File: config.mk
export PLATFORM = sky130hd
export DESIGN_NAME = color_vote_ctrl_flat
export DESIGN_NICKNAME = d
export VERILOG_FILES = /design/src/rtl/color_vote_ctrl_if.sv /design/src/rtl/color_vote_ctrl.sv /design/src/flat_wrapper.sv
export SDC_FILE = /design/constraint.sdc
export NUM_CORES = 1
export LEC_CHECK = 0
export ABC_AREA = 1
export CORE_AREA = 3 3 115 117
export DETAILED_ROUTE_END_ITERATION = 7
export DIE_AREA = 0 0 118 120
export PLACE_DENSITY = 0.82
export SLEW_MARGIN = 20
export SYNTH_ARGS = -nofsm -noshare
export SYNTH_HDL_FRONTEND = slang
export SYNTH_SLANG_ARGS = --single-unit
File: constraint.sdc
create_clock -name clk -period 3.89 [get_ports clk]
set_input_delay 0.778 -clock clk [delete_from_list [all_inputs] [get_ports clk]]
set_output_delay 0.778 -clock clk [all_outputs]
set_load 0.005 [all_outputs]
File: src/rtl/color_vote_ctrl_if.sv
// Pixel-stream handshake bundle between a pixel source and color_vote_ctrl.
// The source (master) holds a pixel and its frame markers until pix_ready completes the transfer.
interface color_vote_ctrl_if;
  logic       pix_valid;
  logic       pix_ready;
  logic [7:0] pix_r;
  logic [7:0] pix_g;
  logic [7:0] pix_b;
  logic       sof;
  logic       eof;

  modport master (
    output pix_valid, pix_r, pix_g, pix_b, sof, eof,
    input  pix_ready
  );

  modport slave (
    input  pix_valid, pix_r, pix_g, pix_b, sof, eof,
    output pix_ready
  );
endinterface

File: src/rtl/color_vote_ctrl.sv
// Dominant-color frame voter: counts red/green/blue-dominant pixels per frame and elects a winner.
// A result reaches the display code only after it repeats over AGREE consecutive frames.
//
// state  | meaning
// IDLE   | waiting for a start-of-frame pixel; other pixels are dropped
// ACCUM  | counting pixels of the current frame until eof
// DECIDE | latch this frame's candidate from the channel counts
// HOLD   | update agreement tracking, maybe commit main, pulse frame_done
module color_vote_ctrl #(
  parameter int CW      = 20,
  parameter int MIN_PIX = 16,
  parameter int AGREE   = 3
) (
  input  logic                clk,
  input  logic                reset,
  color_vote_ctrl_if.slave    pix,
  output logic [1:0]          main,
  output logic                frame_done
);

  typedef enum logic [1:0] {IDLE, ACCUM, DECIDE, HOLD} state_t;

  localparam logic [CW-1:0] CNT_MAX = '1;
  localparam logic [2:0]    AGREE_N = 3'(AGREE);

  state_t          r_state, w_next;
  logic [CW-1:0]   r_cnt_r, r_cnt_g, r_cnt_b;
  logic [1:0]      r_cand, r_last_cand, r_main;
  logic [2:0]      r_agree;
  logic            r_frame_done;
  logic            w_ready, w_xfer;
  logic            w_is_r, w_is_g, w_is_b;
  logic [1:0]      w_cand;
  logic [2:0]      w_agree_next;

  function automatic logic [CW-1:0] sat_inc(input logic [CW-1:0] c);
    return (c == CNT_MAX) ? c : c + CW'(1);
  endfunction

  assign w_is_r = (pix.pix_r > pix.pix_g) && (pix.pix_r > pix.pix_b);
  assign w_is_g = (pix.pix_g > pix.pix_r) && (pix.pix_g > pix.pix_b);
  assign w_is_b = (pix.pix_b > pix.pix_r) && (pix.pix_b > pix.pix_g);
  assign w_xfer = pix.pix_valid && w_ready;

  always_comb begin
    w_next  = r_state;
    w_ready = 1'b0;
    case (r_state)
      IDLE: begin
        w_ready = !reset;
        if (w_xfer && pix.sof) w_next = pix.eof ? DECIDE : ACCUM;
      end
      ACCUM: begin
        w_ready = !reset;
        if (w_xfer && pix.eof) w_next = DECIDE;
      end
      DECIDE:  w_next = HOLD;
      HOLD:    w_next = IDLE;
      default: w_next = IDLE;
    endcase
  end

  // Strict majority over both other channels, and enough pixels, or the frame is blank.
  always_comb begin
    w_cand = 2'd3;
    if (r_cnt_r > r_cnt_g && r_cnt_r > r_cnt_b && 32'(r_cnt_r) >= 32'(MIN_PIX))
      w_cand = 2'd0;
    else if (r_cnt_g > r_cnt_r && r_cnt_g > r_cnt_b && 32'(r_cnt_g) >= 32'(MIN_PIX))
      w_cand = 2'd1;
    else if (r_cnt_b > r_cnt_r && r_cnt_b > r_cnt_g && 32'(r_cnt_b) >= 32'(MIN_PIX))
      w_cand = 2'd2;
  end

  always_comb begin
    w_agree_next = 3'd1;
    if (r_cand == r_last_cand)
      w_agree_next = (r_agree >= AGREE_N) ? AGREE_N : r_agree + 3'd1;
  end

  always_ff @(posedge clk) begin
    if (reset) begin
      r_state <= IDLE;
    end else begin
      r_state <= w_next;
    end
  end

  always_ff @(posedge clk) begin
    if (reset) begin
      r_cnt_r <= '0;
      r_cnt_g <= '0;
      r_cnt_b <= '0;
    end else if (w_xfer && pix.sof) begin
      r_cnt_r <= CW'(w_is_r);
      r_cnt_g <= CW'(w_is_g);
      r_cnt_b <= CW'(w_is_b);
    end else if (w_xfer && r_state == ACCUM) begin
      if (w_is_r) r_cnt_r <= sat_inc(r_cnt_r);
      if (w_is_g) r_cnt_g <= sat_inc(r_cnt_g);
      if (w_is_b) r_cnt_b <= sat_inc(r_cnt_b);
    end
  end

  always_ff @(posedge clk) begin
    if (reset) begin
      r_cand       <= 2'd3;
      r_last_cand  <= 2'd3;
      r_agree      <= 3'd0;
      r_main       <= 2'd3;
      r_frame_done <= 1'b0;
    end else begin
      r_frame_done <= 1'b0;
      if (r_state == DECIDE) r_cand <= w_cand;
      if (r_state == HOLD) begin
        r_last_cand  <= r_cand;
        r_agree      <= w_agree_next;
        r_frame_done <= 1'b1;
        if (w_agree_next == AGREE_N) r_main <= r_cand;
      end
    end
  end

  assign pix.pix_ready = w_ready;
  assign main          = r_main;
  assign frame_done    = r_frame_done;

endmodule

File: src/flat_wrapper.sv
// flat-port wrapper written by rule: the top's interface ports become plain ports
module color_vote_ctrl_flat 
#(
  parameter int CW      = 20,
  parameter int MIN_PIX = 16,
  parameter int AGREE   = 3
)
  (clk, reset, main, frame_done, pix_pix_valid, pix_pix_r, pix_pix_g, pix_pix_b, pix_sof, pix_eof, pix_pix_ready);
  color_vote_ctrl_if pix_i ();
  input  logic clk;
  input  logic reset;
  output logic [1:0] main;
  output logic frame_done;
  input wire logic [$bits(pix_i.pix_valid)-1:0] pix_pix_valid;
  input wire logic [$bits(pix_i.pix_r)-1:0] pix_pix_r;
  input wire logic [$bits(pix_i.pix_g)-1:0] pix_pix_g;
  input wire logic [$bits(pix_i.pix_b)-1:0] pix_pix_b;
  input wire logic [$bits(pix_i.sof)-1:0] pix_sof;
  input wire logic [$bits(pix_i.eof)-1:0] pix_eof;
  output wire logic [$bits(pix_i.pix_ready)-1:0] pix_pix_ready;
  assign pix_i.pix_valid = pix_pix_valid;
  assign pix_i.pix_r = pix_pix_r;
  assign pix_i.pix_g = pix_pix_g;
  assign pix_i.pix_b = pix_pix_b;
  assign pix_i.sof = pix_sof;
  assign pix_i.eof = pix_eof;
  assign pix_pix_ready = pix_i.pix_ready;
  color_vote_ctrl #(.CW(CW), .MIN_PIX(MIN_PIX), .AGREE(AGREE)) u_core (.clk(clk), .reset(reset), .pix(pix_i), .main(main), .frame_done(frame_done));
endmodule
==> run_summary.xml, run 1 <==
<?xml version="1.0" encoding="UTF-8"?>
<metrics>
  <group name="worst_setup_path">
    <metric name="critical_path.startpoint_type" unit="">input pin</metric>
    <metric name="timing.critical_path.required" unit="ns">4.17</metric>
    <metric name="critical_path.reg2reg.endpoint" unit="">u_core.r_cnt_g[8]$_SDFFE_PP0P_</metric>
    <metric name="arrival" unit="ns">3.18</metric>
    <metric name="worstPathMaxFanout" unit="">20</metric>
    <metric name="r2r-start" unit="">u_core.r_state[0]$_SDFFE_PP0P_</metric>
    <metric name="critical_path.endpoint_type" unit="">register</metric>
    <metric name="rr_worst_depth" unit="">10</metric>
    <metric name="worstSetupPathType" unit="">in2reg</metric>
    <metric name="r2r_setup_slack" unit="ns">1.60</metric>
  </group>
  <group name="sta">
    <metric name="setup_viol_count_final" unit="">0</metric>
    <metric name="fin_crit_sh" unit="%">74.5</metric>
    <metric name="min_period" unit="ns">2.90</metric>
    <metric name="setup_tns" unit="ns">0</metric>
    <metric name="max_freq" unit="GHz">0.345</metric>
    <metric name="final_hold_viol_count" unit="">0</metric>
    <metric name="unrepaired_setup_endpoints_after_global_routing" unit="">no</metric>
    <metric name="final_critical_path_setup_slack" unit="ns">0.991</metric>
    <metric name="clock_skew" unit="ns">0.00997</metric>
    <metric name="slew_headroom" unit="%">63.1</metric>
    <metric name="tightestPinTransition" unit="ns">0.552</metric>
    <metric name="slew_viols_final" unit="">0</metric>
  </group>
  <group name="clocking">
    <metric name="ctsResizeCount" unit="">0</metric>
    <metric name="path_clk_slew" unit="ns">0.06</metric>
    <metric name="clock_latency" unit="ns">0.36</metric>
    <metric name="tritoncts" unit="">built</metric>
    <metric name="cts-buffers-inserted" unit="">9</metric>
    <metric name="cts-hold-fix-buffers" unit="">0</metric>
    <metric name="clock_sinks" unit="">72</metric>
    <metric name="buffer_type_at_the_clock_tree_root" unit="">clkbuf_16</metric>
    <metric name="maximum_level_of_the_cts_h_tree" unit="">3</metric>
    <metric name="cts_post_setup_buffers_inserted" unit="">0</metric>
    <metric name="cts_max_path_buffers" unit="">2</metric>
  </group>
  <group name="logic_synthesis">
    <metric name="synth-edff-count" unit="">0</metric>
    <metric name="yosysWarningCount" unit="">0</metric>
    <metric name="share_of_flip_flops_with_an_asynchronous_set_or_reset" unit="%">0</metric>
    <metric name="synthesis.area" unit="mm^2">0.00673</metric>
    <metric name="synthCells" unit="">1025</metric>
    <metric name="top_reg_cell_synth" unit="">dfxtp_1</metric>
    <metric name="synth_cell_type_count" unit="">37</metric>
    <metric name="synth_seq_cells" unit="">72</metric>
    <metric name="synth.net_count" unit="">1150</metric>
    <metric name="synth_sequential_area_ratio" unit="%">21.4</metric>
    <metric name="syn_avg_cell_area" unit="um^2">6.57</metric>
  </group>
  <group name="cells_and_area">
    <metric name="layout_common_cells" unit="">nand2_1 (292), inv_1 (120), nor2_1 (112)</metric>
    <metric name="drive_gt1_share" unit="%">6.05</metric>
    <metric name="area_growth_syn_to_layout" unit="%">10.9</metric>
    <metric name="commonest_non_fill_non_tap_cell_in_the_layout" unit="">nand2_1</metric>
    <metric name="insertedDiodeCount" unit="">0</metric>
    <metric name="nets" unit="">1178</metric>
    <metric name="post_route_design_area" unit="mm^2">0.00747</metric>
  </group>
  <group name="floorplan">
    <metric name="die_h" unit="um">120</metric>
    <metric name="horizontal_die_dimension" unit="um">118</metric>
    <metric name="pin_count" unit="">33</metric>
    <metric name="core" unit="mm^2">0.0125</metric>
    <metric name="die_area" unit="mm^2">0.0142</metric>
    <metric name="floorplan.rows" unit="">41</metric>
    <metric name="initial_standard_cell_utilization_of_the_core" unit="%">54.0</metric>
  </group>
  <group name="power_and_ir_drop">
    <metric name="net_switching_power_of_the_design" unit="uW">609</metric>
    <metric name="comb_power_share" unit="%">18.3</metric>
    <metric name="power_leakage" unit="uW">0.00326</metric>
    <metric name="total_power" unit="uW">1950</metric>
    <metric name="power_per_cell_area" unit="mW/mm^2">261</metric>
    <metric name="clkPwrFrac" unit="%">41.5</metric>
    <metric name="share_seq_of_total_power" unit="%">40.2</metric>
    <metric name="swShare" unit="%">31.2</metric>
    <metric name="worst_ir_drop_on_vdd" unit="mV">0.283</metric>
    <metric name="cellInternalPower" unit="uW">1340</metric>
  </group>
  <group name="grt">
    <metric name="all_layer_gr_usage" unit="%">24.6</metric>
    <metric name="grt_use_met3" unit="%">4.62</metric>
    <metric name="grt_util_met2" unit="%">40.9</metric>
    <metric name="grt.busiest_layer" unit="">met2</metric>
    <metric name="grt_start_max_net_pins" unit="">38</metric>
    <metric name="grt.met1_usage" unit="%">31.8</metric>
    <metric name="grt_antenna_before_repair" unit="">0</metric>
    <metric name="total_overflow_reported_by_the_global_router" unit="">0</metric>
    <metric name="grt_pass1_wl" unit="um">28700</metric>
    <metric name="first_global_vias" unit="">6112</metric>
  </group>
  <group name="placed_design">
    <metric name="detailedPlace.worstSlack" unit="ns">0.661</metric>
    <metric name="globalplace.congestion" unit="">0.965</metric>
    <metric name="dp_hpwl" unit="um">12600</metric>
    <metric name="placedInstanceArea" unit="mm^2">0.00718</metric>
    <metric name="port_buffers" unit="">32</metric>
  </group>
  <group name="status">
    <metric name="outcome" unit="">finished clean</metric>
  </group>
  <group name="detailed_routing">
    <metric name="drc_violations" unit="">0</metric>
    <metric name="route.detailed.vias_per_inst" unit="">5.41</metric>
    <metric name="route.antenna.remaining_nets" unit="">0</metric>
    <metric name="total_wirelength_of_the_detailed_routed_design" unit="um">16700</metric>
    <metric name="drt_iter0_markers" unit="">375</metric>
    <metric name="num_vias" unit="">6656</metric>
    <metric name="drt-pass1-iter-count" unit="">5</metric>
    <metric name="avgRoutedWirePerCell" unit="um">13.6</metric>
  </group>
  <group name="min_path">
    <metric name="worstHoldPathType" unit="">reg2reg</metric>
    <metric name="hold_path_startpoint" unit="">u_core.main[0]$_SDFFE_PP1P_</metric>
    <metric name="min_path_cells" unit="">2</metric>
    <metric name="timing.hold.worst_endpoint" unit="">u_core.main[0]$_SDFFE_PP1P_</metric>
  </group>
  <group name="run">
    <metric name="max_cap_viol_count" unit="">0</metric>
  </group>
</metrics>
critical path, stage by stage:
cell and delay [ns]:
clkdlybuf4s50_1 0.48, inv_1 0.05, ha_1 0.29, a21o_1 0.19, nor2_1 0.16, nand3_1 0.14
nor2_4 0.34, nand2_2 0.34, inv_2 0.19, nand2_1 0.08, a21oi_1 0.14
cell usage after synthesis (3+ instances only):
cell type / number / area (um^2)
nor2_2: 5 / 31.3
a21o_1: 4 / 30.0
nand2_2: 3 / 18.8
nand4_1: 14 / 87.6
dfxtp_1: 72 / 1440
buf_2: 14 / 70.1
nand2_1: 292 / 1100
nor2_4: 4 / 45.0
nand3_1: 78 / 390
xnor2_1: 5 / 43.8
buf_6: 4 / 45.0
a21oi_1: 87 / 435
nand3_2: 11 / 110
nor3_1: 9 / 45.0
a21oi_2: 6 / 52.6
inv_1: 120 / 450
a21oi_4: 3 / 48.8
inv_2: 4 / 15.0
nor4_1: 6 / 37.5
xor2_1: 41 / 359
o211ai_1: 3 / 22.5
ha_1: 96 / 1200
nor2_1: 112 / 420
o21ai_0: 15 / 75.1
metrics by stage:
| step | std cells | hold slack, ns | util, % |
|---|---|---|---|
| global placement | 1214 | 0.464 | 57.6 |
| CTS | 1230 | 0.488 | 59.9 |
| floorplan | 1025 | 0.450 | - |
| global route | 1230 | 0.510 | 59.9 |
| finish | 1230 | 0.481 | 59.9 |
| detailed placement | 1214 | 0.474 | 57.6 |
final cells by class:
cell class                 count  area [um^2]
fill                        1147         5000
clock buffer                   9          225
inverter                     124          465
timing repair buffer          39          385
clock inverter                 7         62.6
multi-input combinational    807         4670
sequential                    72         1440
tap                          172          215
power by group through the flow:
stage | clock network, uW | registers [uW] | logic [uW]
CTS | 822 | 785 | 356
finish | 810 | 785 | 356
global route | 848 | 788 | 409
floorplan | 0 | 794 | 257
global placement | 0 | 800 | 347
detailed placement | 0 | 802 | 353
how the worst max path moves through the flow:
| stage | from | end | slack, ns |
|---|---|---|---|
| finish | pix_pix_r[7] | u_core.r_cnt_r[19]$_SDFFE_PP0P_ | 0.99 |
| global route | pix_pix_r[7] | u_core.r_cnt_r[19]$_SDFFE_PP0P_ | 0.76 |
| CTS | pix_pix_r[7] | u_core.r_cnt_r[19]$_SDFFE_PP0P_ | 1.03 |
| detailed placement | pix_pix_r[7] | u_core.r_cnt_r[19]$_SDFFE_PP0P_ | 0.66 |
| global placement | pix_pix_r[7] | u_core.r_cnt_r[17]$_SDFFE_PP0P_ | 0.75 |
| floorplan | pix_pix_b[7] | u_core.r_cnt_b[6]$_SDFFE_PP0P_ | 1.68 |
cells by family (layout without fill, tap and decap cells):
family	after synthesis	count (layout)	synth area share [%]
AO/OA/AOI/OAI	123	123	10.4
XOR/XNOR	46	46	5.99
adder cells (fa/ha/maj)	96	96	17.8
buffers and inverters	146	179	9.20
flip-flops	72	72	21.4
AND/OR/NAND/NOR	542	542	35.2
registers in the layout (all words and copies together) (netlist names):
signal / cells
u_core.r_last_cand: 2
u_core.r_state: 2
u_core.r_cnt_g: 20
u_core.r_cnt_r: 20
u_core.r_agree: 3
u_core.frame_done: 1
u_core.main: 2
u_core.r_cand: 2
u_core.r_cnt_b: 20
per-layer routing:
layer,vias up,routed length (um)
met4,0,432
li1,3397,-
met5,-,0
met1,2957,7290
met3,49,1220
met2,253,7790
Power figures use the tool's default switching activity.
==> run 2, diff against run 1 <==
- clock period: 3.89 -> 2.7 ns (I/O delays scaled with it)
==> run 2 against run 1 <==
Sequential share of layout area decreased by 0.23 points. Design area increased by 1.2%. Largest cell class unchanged. Total power increased by 49%. Combinational power increased by 51%. First-iteration DRC count increased by 32%. Flip-flop and latch count unchanged. Via count decreased by 0.11%. Final cell count increased by 0.49%. Count of clock-buffer cells in the layout increased by 3. Clock power increased by 54%.
==> run_summary.xml, run 2 (synthesized netlist as in run 1, its figures left out) <==
<?xml version="1.0" encoding="UTF-8"?>
<metrics>
  <group name="power_and_ir_drop">
    <metric name="clkPwrFrac" unit="%">42.8</metric>
    <metric name="cellInternalPower" unit="uW">2080</metric>
    <metric name="power_per_cell_area" unit="mW/mm^2">385</metric>
    <metric name="swShare" unit="%">28.6</metric>
    <metric name="worst_ir_drop_on_vdd" unit="mV">0.299</metric>
    <metric name="net_switching_power_of_the_design" unit="uW">833</metric>
    <metric name="share_seq_of_total_power" unit="%">38.7</metric>
    <metric name="comb_power_share" unit="%">18.5</metric>
    <metric name="power_leakage" unit="uW">0.00330</metric>
  </group>
  <group name="cells_and_area">
    <metric name="share_of_the_core_filled_with_cells" unit="%">60.6</metric>
    <metric name="drive_gt1_share" unit="%">6.48</metric>
    <metric name="insertedDiodeCount" unit="">0</metric>
    <metric name="post_route_design_area" unit="mm^2">0.00756</metric>
    <metric name="largestRegisters" unit="">u_core.r_cnt_b x20, u_core.r_cnt_g x20, u_core.r_cnt_r x20</metric>
    <metric name="commonest_non_fill_non_tap_cell_in_the_layout" unit="">nand2_1</metric>
    <metric name="area_growth_syn_to_layout" unit="%">12.3</metric>
    <metric name="layout_common_cells" unit="">nand2_1 (292), inv_1 (120), nor2_1 (112)</metric>
    <metric name="nets" unit="">1184</metric>
  </group>
  <group name="clocking">
    <metric name="clock_sinks" unit="">72</metric>
    <metric name="cts_post_setup_buffers_inserted" unit="">0</metric>
    <metric name="clock_latency" unit="ns">0.35</metric>
    <metric name="tritoncts" unit="">built</metric>
    <metric name="cts-buffers-inserted" unit="">9</metric>
    <metric name="maximum_level_of_the_cts_h_tree" unit="">3</metric>
    <metric name="cts_max_path_buffers" unit="">2</metric>
    <metric name="path_clk_slew" unit="ns">0.06</metric>
    <metric name="ctsResizeCount" unit="">0</metric>
    <metric name="cts-hold-fix-buffers" unit="">0</metric>
    <metric name="buffer_type_at_the_clock_tree_root" unit="">clkbuf_16</metric>
  </group>
  <group name="floorplan">
    <metric name="floorplan.rows" unit="">41</metric>
    <metric name="die_area" unit="mm^2">0.0142</metric>
    <metric name="initial_standard_cell_utilization_of_the_core" unit="%">54.0</metric>
    <metric name="horizontal_die_dimension" unit="um">118</metric>
    <metric name="pin_count" unit="">33</metric>
    <metric name="core" unit="mm^2">0.0125</metric>
    <metric name="die_h" unit="um">120</metric>
  </group>
  <group name="placed_design">
    <metric name="dp_hpwl" unit="um">12900</metric>
    <metric name="placedInstanceArea" unit="mm^2">0.00725</metric>
    <metric name="port_buffers" unit="">32</metric>
    <metric name="globalplace.congestion" unit="">0.944</metric>
  </group>
  <group name="sta">
    <metric name="fin_worst_hold_slack" unit="ns">0.479</metric>
    <metric name="min_period" unit="ns">2.37</metric>
    <metric name="final_hold_viol_count" unit="">0</metric>
    <metric name="max_freq" unit="GHz">0.423</metric>
    <metric name="setup_tns" unit="ns">0</metric>
    <metric name="setup_viol_count_final" unit="">0</metric>
    <metric name="fin_crit_sh" unit="%">87.6</metric>
    <metric name="slew_viols_final" unit="">0</metric>
    <metric name="clock_skew" unit="ns">0.00514</metric>
    <metric name="tightestPinTransition" unit="ns">0.460</metric>
    <metric name="slew_headroom" unit="%">69.2</metric>
    <metric name="unrepaired_setup_endpoints_after_global_routing" unit="">no</metric>
  </group>
  <group name="detailed_routing">
    <metric name="route.detailed.vias_per_inst" unit="">5.38</metric>
    <metric name="total_wirelength_of_the_detailed_routed_design" unit="um">16900</metric>
    <metric name="avgRoutedWirePerCell" unit="um">13.7</metric>
    <metric name="drt_iter0_markers" unit="">496</metric>
    <metric name="drt-pass1-iter-count" unit="">5</metric>
    <metric name="num_vias" unit="">6649</metric>
    <metric name="drc_violations" unit="">0</metric>
    <metric name="route.antenna.remaining_nets" unit="">0</metric>
  </group>
  <group name="grt">
    <metric name="total_overflow_reported_by_the_global_router" unit="">0</metric>
    <metric name="grt_pass1_wl" unit="um">28600</metric>
    <metric name="first_global_vias" unit="">6243</metric>
    <metric name="grt_antenna_before_repair" unit="">0</metric>
    <metric name="all_layer_gr_usage" unit="%">24.7</metric>
    <metric name="grt_start_max_net_pins" unit="">38</metric>
  </group>
  <group name="status">
    <metric name="outcome" unit="">finished clean</metric>
  </group>
  <group name="worst_setup_path">
    <metric name="arrival" unit="ns">2.64</metric>
    <metric name="worstPathMaxFanout" unit="">20</metric>
    <metric name="timing.critical_path.required" unit="ns">2.98</metric>
    <metric name="worstSetupPathType" unit="">in2reg</metric>
    <metric name="critical_path.startpoint_type" unit="">input pin</metric>
    <metric name="critical_path.endpoint_type" unit="">register</metric>
  </group>
  <group name="run">
    <metric name="max_cap_viol_count" unit="">0</metric>
  </group>
  <group name="min_path">
    <metric name="worstHoldPathType" unit="">reg2reg</metric>
  </group>
</metrics>
-- run 2: power groups by stage --
| stage | registers, uW | clock network (uW) | logic [uW] |
|---|---|---|---|
| finish | 1130 | 1250 | 537 |
| global route | 1130 | 1300 | 612 |
| CTS | 1130 | 1260 | 537 |
| detailed placement | 1150 | 0 | 535 |
| global placement | 1150 | 0 | 522 |
| floorplan | 1140 | 0 | 371 |
-- run 2: routing by layer --
metal | global-route usage (%) | routed length [um]
met4 | 10.8 | 478
met3 | 3.11 | 1090
met5 | 0 | 0
met1 | 31.3 | 7440
met2 | 42.2 | 7940
-- run 2: area by class of cell --
class / count / area [um^2]
Clock buffer: 12 / 256
Timing Repair Buffer: 45 / 455
Sequential cell: 72 / 1440
Inverter: 124 / 465
Fill cell: 1131 / 4910
Clock inverter: 4 / 52.6
Tap cell: 172 / 215
Multi-Input combinational cell: 807 / 4670
-- run 2: critical path, stage by stage --
cell and delay [ns]:
clkdlybuf4s50_1 0.49, inv_1 0.05, ha_1 0.28, a21o_1 0.19
nor2_1 0.16, nand3_1 0.15, nor2_4 0.13, nand2_2 0.25
inv_2 0.18, nand2_1 0.07, a21oi_1 0.15
-- run 2: final timing paths --
kind                                                startpoint                         endpoint  slack, ns  cells after the start
worst max register to register  u_core.r_state[1]$_SDFFE_PP0P_  u_core.r_cnt_r[17]$_SDFFE_PP0P_       0.48                     10
worst min register to register     u_core.main[1]$_SDFFE_PP1P_      u_core.main[1]$_SDFFE_PP1P_       0.48                      2
worst min-delay path               u_core.main[1]$_SDFFE_PP1P_      u_core.main[1]$_SDFFE_PP1P_       0.48                      2
worst max-delay path                              pix_pix_r[7]  u_core.r_cnt_r[17]$_SDFFE_PP0P_       0.33                     11
-- run 2: stage by stage --
stage / worst slack [ns] / std cells / total power [uW]
finish: 0.334 / 1236 / 2910
global route: 0.215 / 1236 / 3050
CTS: 0.331 / 1236 / 2920
detailed placement: 0.0327 / 1220 / 1680
global placement: 0.132 / 1220 / 1670
floorplan: 0.725 / 1025 / 1520
